--- src/rtl/execute_mdu.sv ---
// Iterative RISC-V M-extension unit: shift-add multiply and restoring divide at one
// bit per cycle, with single-cycle paths for divide-by-zero, signed overflow and MULHW-class.
module execute_mdu #(
  parameter int XLEN = 64,
  parameter bit W_EN = 1'b1
) (
  input  logic            clk,
  input  logic            rst_n,
  input  logic            mdu_i_valid,
  output logic            mdu_o_ready,
  input  logic [2:0]      mdu_i_op,
  input  logic            mdu_i_w_instr,
  input  logic [XLEN-1:0] mdu_i_valA,
  input  logic [XLEN-1:0] mdu_i_valB,
  input  logic            mdu_i_flush,
  output logic            mdu_o_valid,
  input  logic            mdu_i_ready,
  output logic [XLEN-1:0] mdu_o_valE,
  output logic            mdu_o_busy,
  output logic [1:0]      mdu_o_state
);

  // Handshakes: a transfer happens on a rising edge where valid and ready are both
  // high; valid never waits on ready, and the result is held stable while unaccepted.

  typedef enum logic [1:0] {
    S_IDLE = 2'd0,
    S_CALC = 2'd1,
    S_DONE = 2'd2
  } state_e;

  localparam int CW   = $clog2(XLEN) + 1;
  localparam bit W_OK = (XLEN == 64) && W_EN;

  function automatic logic [XLEN-1:0] sext32(input logic [31:0] v);
    logic [XLEN-1:0] r;
    r       = {XLEN{v[31]}};
    r[31:0] = v;
    return r;
  endfunction

  function automatic logic [XLEN-1:0] zext32(input logic [31:0] v);
    logic [XLEN-1:0] r;
    r       = '0;
    r[31:0] = v;
    return r;
  endfunction

  state_e              state_q, state_d;
  logic [2:0]          op_q, op_d;
  logic                w_q, w_d;
  logic                neg_q, neg_d;
  logic [CW-1:0]       cnt_q, cnt_d;
  logic [2*XLEN-1:0]   acc_q, acc_d;
  logic [XLEN-1:0]     opnd_q, opnd_d;
  logic [XLEN-1:0]     res_q, res_d;

  // Request decode, evaluated on the raw inputs while idle.
  logic            w_eff, is_div, sgn_a, sgn_b, a_neg, b_neg;
  logic            div_zero, div_ovf, mulh_w, special;
  logic [XLEN-1:0] ext_a, ext_b, mag_a, mag_b, min_neg, dvd_res, spec_res;

  always_comb begin
    w_eff   = W_OK && mdu_i_w_instr;
    is_div  = mdu_i_op[2];
    sgn_a   = (mdu_i_op == 3'd1) || (mdu_i_op == 3'd2) || (mdu_i_op == 3'd4) || (mdu_i_op == 3'd6);
    sgn_b   = (mdu_i_op == 3'd1) || (mdu_i_op == 3'd4) || (mdu_i_op == 3'd6);
    if (w_eff) begin
      ext_a   = sgn_a ? sext32(mdu_i_valA[31:0]) : zext32(mdu_i_valA[31:0]);
      ext_b   = sgn_b ? sext32(mdu_i_valB[31:0]) : zext32(mdu_i_valB[31:0]);
      min_neg = sext32(32'h8000_0000);
      dvd_res = sext32(mdu_i_valA[31:0]);
    end else begin
      ext_a   = mdu_i_valA;
      ext_b   = mdu_i_valB;
      min_neg = {1'b1, {(XLEN-1){1'b0}}};
      dvd_res = mdu_i_valA;
    end
    a_neg    = sgn_a && ext_a[XLEN-1];
    b_neg    = sgn_b && ext_b[XLEN-1];
    mag_a    = a_neg ? -ext_a : ext_a;
    mag_b    = b_neg ? -ext_b : ext_b;
    div_zero = is_div && (ext_b == '0);
    div_ovf  = is_div && !mdu_i_op[0] && (ext_a == min_neg) && (ext_b == '1);
    mulh_w   = w_eff && !mdu_i_op[2] && (mdu_i_op[1:0] != 2'd0);
    special  = mulh_w || div_zero || div_ovf;
    spec_res = '0;
    if (mulh_w)        spec_res = '0;
    else if (div_zero) spec_res = mdu_i_op[1] ? dvd_res : '1;
    else if (div_ovf)  spec_res = mdu_i_op[1] ? '0 : dvd_res;
  end

  // One iteration: acc holds {hi, lo}; multiply shifts right, divide shifts left.
  logic [XLEN:0]     add_sum, rem_sh, sub_diff;
  logic [2*XLEN-1:0] acc_step;

  always_comb begin
    add_sum  = {1'b0, acc_q[2*XLEN-1:XLEN]} + {1'b0, opnd_q};
    rem_sh   = {acc_q[2*XLEN-1:XLEN], acc_q[XLEN-1]};
    sub_diff = rem_sh - {1'b0, opnd_q};
    if (op_q[2]) begin
      if (!sub_diff[XLEN]) acc_step = {sub_diff[XLEN-1:0], acc_q[XLEN-2:0], 1'b1};
      else                 acc_step = {rem_sh[XLEN-1:0], acc_q[XLEN-2:0], 1'b0};
    end else if (acc_q[0]) begin
      acc_step = {add_sum, acc_q[XLEN-1:1]};
    end else begin
      acc_step = {1'b0, acc_q[2*XLEN-1:1]};
    end
  end

  // Final result from the last iteration; a 32-step multiply leaves its low word at [XLEN-1 -: 32].
  logic [2*XLEN-1:0] prod_s;
  logic [XLEN-1:0]   dv, dv_s, fin_res;

  always_comb begin
    prod_s = neg_q ? -acc_step : acc_step;
    dv     = op_q[1] ? acc_step[2*XLEN-1:XLEN] : acc_step[XLEN-1:0];
    dv_s   = neg_q ? -dv : dv;
    if (!op_q[2]) begin
      if (w_q)                     fin_res = sext32(acc_step[XLEN-1 -: 32]);
      else if (op_q[1:0] == 2'd0)  fin_res = prod_s[XLEN-1:0];
      else                         fin_res = prod_s[2*XLEN-1:XLEN];
    end else begin
      fin_res = w_q ? sext32(dv_s[31:0]) : dv_s;
    end
  end

  always_comb begin
    state_d = state_q;
    op_d    = op_q;
    w_d     = w_q;
    neg_d   = neg_q;
    cnt_d   = cnt_q;
    acc_d   = acc_q;
    opnd_d  = opnd_q;
    res_d   = res_q;
    mdu_o_ready = (state_q == S_IDLE) && !mdu_i_flush;
    mdu_o_valid = (state_q == S_DONE) && !mdu_i_flush;
    mdu_o_busy  = (state_q == S_CALC);
    if (mdu_i_flush) begin
      state_d = S_IDLE;
    end else begin
      case (state_q)
        S_IDLE: begin
          if (mdu_i_valid) begin
            op_d  = mdu_i_op;
            w_d   = w_eff;
            neg_d = (is_div && mdu_i_op[1]) ? a_neg : (a_neg ^ b_neg);
            if (special) begin
              res_d   = spec_res;
              state_d = S_DONE;
            end else begin
              if (is_div) begin
                acc_d  = {{XLEN{1'b0}}, (w_eff ? (mag_a << (XLEN - 32)) : mag_a)};
                opnd_d = mag_b;
              end else begin
                acc_d  = {{XLEN{1'b0}}, mag_b};
                opnd_d = mag_a;
              end
              cnt_d   = w_eff ? CW'(31) : CW'(XLEN - 1);
              state_d = S_CALC;
            end
          end
        end
        S_CALC: begin
          acc_d = acc_step;
          cnt_d = cnt_q - CW'(1);
          if (cnt_q == '0) begin
            res_d   = fin_res;
            state_d = S_DONE;
          end
        end
        S_DONE: begin
          if (mdu_i_ready) state_d = S_IDLE;
        end
        default: state_d = S_IDLE;
      endcase
    end
  end

  always_ff @(posedge clk or negedge rst_n) begin
    if (!rst_n) begin
      state_q <= S_IDLE;
      op_q    <= '0;
      w_q     <= 1'b0;
      neg_q   <= 1'b0;
      cnt_q   <= '0;
      acc_q   <= '0;
      opnd_q  <= '0;
      res_q   <= '0;
    end else begin
      state_q <= state_d;
      op_q    <= op_d;
      w_q     <= w_d;
      neg_q   <= neg_d;
      cnt_q   <= cnt_d;
      acc_q   <= acc_d;
      opnd_q  <= opnd_d;
      res_q   <= res_d;
    end
  end

  assign mdu_o_valE  = res_q;
  assign mdu_o_state = state_q;

endmodule

--- config.mk ---
export PLATFORM = sky130hd
export DESIGN_NAME = execute_mdu
export DESIGN_NICKNAME = d
export VERILOG_FILES = /design/src/rtl/execute_mdu.sv
export SDC_FILE = /design/constraint.sdc
export NUM_CORES = 2
export LEC_CHECK = 0
export BUFFER_PORTS_ARGS = -buffer_cell sky130_fd_sc_hd__buf_4
export CAP_MARGIN = 20
export CORE_ASPECT_RATIO = 2
export CORE_MARGIN = 2
export CORE_UTILIZATION = 40
export DETAILED_ROUTE_END_ITERATION = 7
export PLACE_DENSITY = 0.54
export SKIP_LAST_GASP = 1
export SLEW_MARGIN = 20
export SYNTH_ARGS = -nofsm -noshare
export SYNTH_HDL_FRONTEND = slang
export SYNTH_SLANG_ARGS = --single-unit
export TNS_END_PERCENT = 30
--- constraint.sdc ---
create_clock -name clk -period 9.4 [get_ports clk]
set_clock_uncertainty 0.1 [all_clocks]
set_input_delay 1.41 -clock clk [delete_from_list [all_inputs] [get_ports clk]]
set_output_delay 1.41 -clock clk [all_outputs]
set_load 0.01 [all_outputs]
==> results by stage <==
Job:
- The number of max-capacitance violations reported is 0.

Worst hold path:
- The tightest min-delay check is of the reg2reg type.
- In this run the most critical hold path is launched from mdu_o_valE[7].
- Along the worst hold path, the cell count comes to 2.
- The path with the worst hold slack has its endpoint at mdu_o_valE[7].

Status:
- The flow ran to the end, and the final reports show no timing, DRC or antenna violations.

Routing:
- The pre-antenna-repair detailed-routing pass consisted of 8 iterations.
- The routed layout has 47265 vias.
- In the routed layout, each cell is associated on average with a via count of 7.003.
- The final layout contains routed wiring with a total length of 236000 um.
- Once detail routing completed, the nets flagged for antenna violations numbered 0.
- After the first detailed-routing iteration, the DRC count stood at 6657.
- The post-detailed-route DRC marker count is 0.
- The average routed wire per standard cell is 34.97 um.

Critical path:
- The reg-to-reg critical path endpoint is mdu_o_valE[62].
- The library cell contributing the largest single delay on the critical path is sky130_fd_sc_hd__nor4_1.
- For this run, the slowest stage of the critical path takes 0.59 ns.
- Counting cells, the worst reg-to-reg path comes to 28.
- The data required time of the critical path is 9.81 ns.
- The element type at the critical path end is a register.
- The reg2reg setup slack is 0.99 ns.
- The kind of launch point of the worst setup path is a register.
- In this run the worst path has a maximum fanout of 15.
- The startpoint of the lowest-slack register-to-register path is acc_q[63].
- The type of the worst setup path is reg2reg.
- The data arrival time at the worst-slack endpoint is 8.82 ns.

Clock tree:
- The clock passes through at most 3 buffers.
- The number of clock sinks seen by CTS is 270.
- The clock-pin transition on the worst setup and hold timing paths is 0.08 ns.
- The number of H-tree branching levels is 2.
- The count of instances resized after the clock tree is built is 0.
- For the worst-skew pair, the clock arrives at the later sink with an insertion delay of 0.63 ns.
- The total CTS buffers is 34.
- For this design, the CTS-stage hold fixing added 0 buffers.
- The clock tree root driver cell is sky130_fd_sc_hd__clkbuf_16.
- The number of buffers added for setup after CTS is 0.
- TritonCTS built the clock tree.

Power and ir drop:
- The standby leakage power is 0.01637 uW.
- The power density relative to cell area is 392.3 mW/mm2.
- The maximum resistive drop on vdd is 0.0002507 V.

Synth:
- The multiplexer fraction of the synthesized cell area is 0.04420.
- The compound-gate portion of the synthesized area is 0.3493.
- The share of synthesized registers carrying an async set or reset is 1.000.
- The sequential cell area fraction in the yosys report is 0.1796.
- The number of enable-type register cells in the synthesized netlist is 0.
- The xor/xnor share of the synthesized area is 0.06635.
- The cell type with the highest aggregate area in the netlist is sky130_fd_sc_hd__dfrtp_1.
- Among all flip-flop cells after synthesis, the most frequent one is sky130_fd_sc_hd__dfrtp_1.
- The cell area that synthesis handed to floorplanning was 0.03762 mm2.
- The most frequently used cell type in the post-synthesis netlist is sky130_fd_sc_hd__nand2_1.
- After synthesis the netlist holds a flip-flop and latch count of 270.
- After synthesis, the mean cell area works out to 6.864 um2.
- By area the synthesized netlist is led by sky130_fd_sc_hd__dfrtp_1 (18%), sky130_fd_sc_hd__o21ai_0 (8.0%), sky130_fd_sc_hd__a21oi_1 (6.9%).
- The share of synthesized area in the top cell type comes to 0.1796.
- Counting every instance in the synthesized netlist gives 5481.
- The warning count from the yosys run is 0.
- Of the total synthesized cell area, the portion taken by full adders, half adders and majority gates is 0.04596.
- Ranked by instance count, the synthesized netlist is headed by sky130_fd_sc_hd__nand2_1 (622), sky130_fd_sc_hd__o21ai_0 (605), sky130_fd_sc_hd__nor2_1 (547).
- Of the total synthesized cell area, the portion taken by AND, OR, NAND and NOR gates is 0.2603.
- The number of library cell types mapped by synthesis is 103.
- Synthesis produced a netlist with a net count of 5755.
- After synthesis, the largest family of logic cells by area is compound AO/OA/AOI/OAI gates.

Timing:
- Setup repair after global routing left no endpoint under its margin.
- The clock period could shrink to 8.407 ns.
- Summed over all failing endpoints, the final setup total negative slack is 0 ns.
- The final cycle utilization of the critical path is 0.8944.
- Headroom to the max-slew limit came out at 0.1014.
- Static timing analysis puts the maximum clock frequency at 118.9 MHz.
- The number of failing hold endpoints at the final stage is 0.
- On the final layout, the worst hold slack is 0.3855 ns.
- The count of pins over their slew limit is 0.
- Setup violations remaining at the end of the flow were counted as 0.
- For the pin with the worst max-slew slack, the measured transition is 1.310 ns.

Die:
- The initial utilization of the core area, before any placement, comes to 0.4024.
- The core region is 0.09350 mm2.
- The die height is 437.7 um.
- The standard-cell row count is 159.
- The floorplan step defined a die boundary enclosing 0.09667 mm2.
- In this run the count of I/O pins placed on the die edge is 206.
- The x dimension of the die is 220.9 um.

Finish:
- The share of layout cells above drive strength 1 is 0.1096.
- The non-filler instance count after layout is 6749.
- The final net count is 5757.
- Once layout is done, the placed cells without fillers occupy 0.04177 mm2.
- The signed area change from the synthesized netlist to the final layout is 11.03%.

Placed design:
- The half-perimeter wire length after placement is 183300 um.
- Input and output buffers added on the ports amount to 205.
- The final weighted congestion of routability-driven global placement is 1.095.
- The standard cell area after detailed placement is 0.04047 mm2.
- Including well taps, the total number of placed cells is 6653.

Global routing:
- Across every metal layer, demand over resource in global routing totals 0.4668.
- The first global-routing pass estimated 326900 um of wire.
- The global-route met1 utilization is 0.5309.
- The number of global-route vias before repair is 43049.
- Entering global routing, the biggest net connects 125 pins.
- In the global route stage, met3 resource usage came out at 0.08224.
- In the global route stage, met2 resource usage came out at 0.7232.
- The initial antenna violation count is 23.
- In this run the most used layer during global routing was met2.
- The total overflow reported by the global router is 0.
kinds of logic (layout without fill, tap and decap cells):
family                     Yosys count  in the layout
other                                0             38
buffers and inverters              527            550
AOI/OAI and AO/OA                 2059           2059
adders and majority gates          137            137
xor gates and xnor gates           285            285
DFF                                270            270
and+or+nand+nor                   2048           2048
muxes                              155            155
area by class of cell:
type,instances,area [um2]
clock buffers,44,949.7
fillers,10037,51730
clock inverters,13,183.9
multi-input cells,4684,29040
diodes,38,95.09
repair buffers,347,2673
flip-flops and latches,270,6773
inverters,146,549.3
well taps,1207,1510
state kept, by name, summed over array words and instances, names as in the netlist:
name	count
acc_q	128
cnt_q	7
mdu_o_state	2
mdu_o_valE	64
neg_q	1
op_q	3
opnd_q	64
w_q	1
metal layers:
metal,routed length (um),up-vias
met3,20200,910
met5,30,-
met1,82640,22605
li1,-,20567
met2,102800,3179
met4,30360,4
worst max path at each step:
stage,slack [ns],cells after the start,to,startpoint
after floorplan,2.59,27,mdu_o_valE[62],acc_q[63]
after global placement,1.39,28,mdu_o_valE[62],acc_q[63]
after detailed placement,1.20,28,mdu_o_valE[62],acc_q[63]
after CTS,1.18,28,mdu_o_valE[62],acc_q[63]
after global routing,0.63,28,mdu_o_valE[62],acc_q[63]
final,0.99,28,mdu_o_valE[62],acc_q[63]
cells in the final DEF (no fill, tap or decap), drive strengths merged, types with 31 or more instances in the layout:
cell type	count
or3	67
nand2b	55
ha	135
and3	31
nand2	622
o31ai	76
diode	38
mux2	59
and2	35
buf	346
nor2b	55
nor2	547
a31oi	88
o211ai	66
nor4	93
nand3	124
xnor2	167
a311oi	36
a21o	82
or2	34
inv	146
nor3	165
xor2	118
clkbuf	45
o21ai	624
a211oi	99
a21oi	520
o221ai	37
mux2i	93
dfrtp	270
nand4	107
stage by stage:
step                total power [uW]  worst slack (ns)  utilization
finish                         16390            0.9925       0.4468
global route                   16950            0.6298       0.4466
CTS                            15780             1.185       0.4449
detailed placement             14280             1.205       0.4328
global placement               14230             1.394       0.4324
floorplan                       9500             2.588            -
where the power goes:
group          switching [uW]  internal, uW
logic                    8830          3890
clock network             637           824
registers                 680          1530
critical path, delay by kind of cell, from the launching register on:
kind	cells	cell delay [ns]
simple gates	12	3.88
compound gates	10	2.42
fa+ha+maj	3	0.95
buf+inv	3	0.55
flops	1	0.39
(Power assumes the default switching activity.)
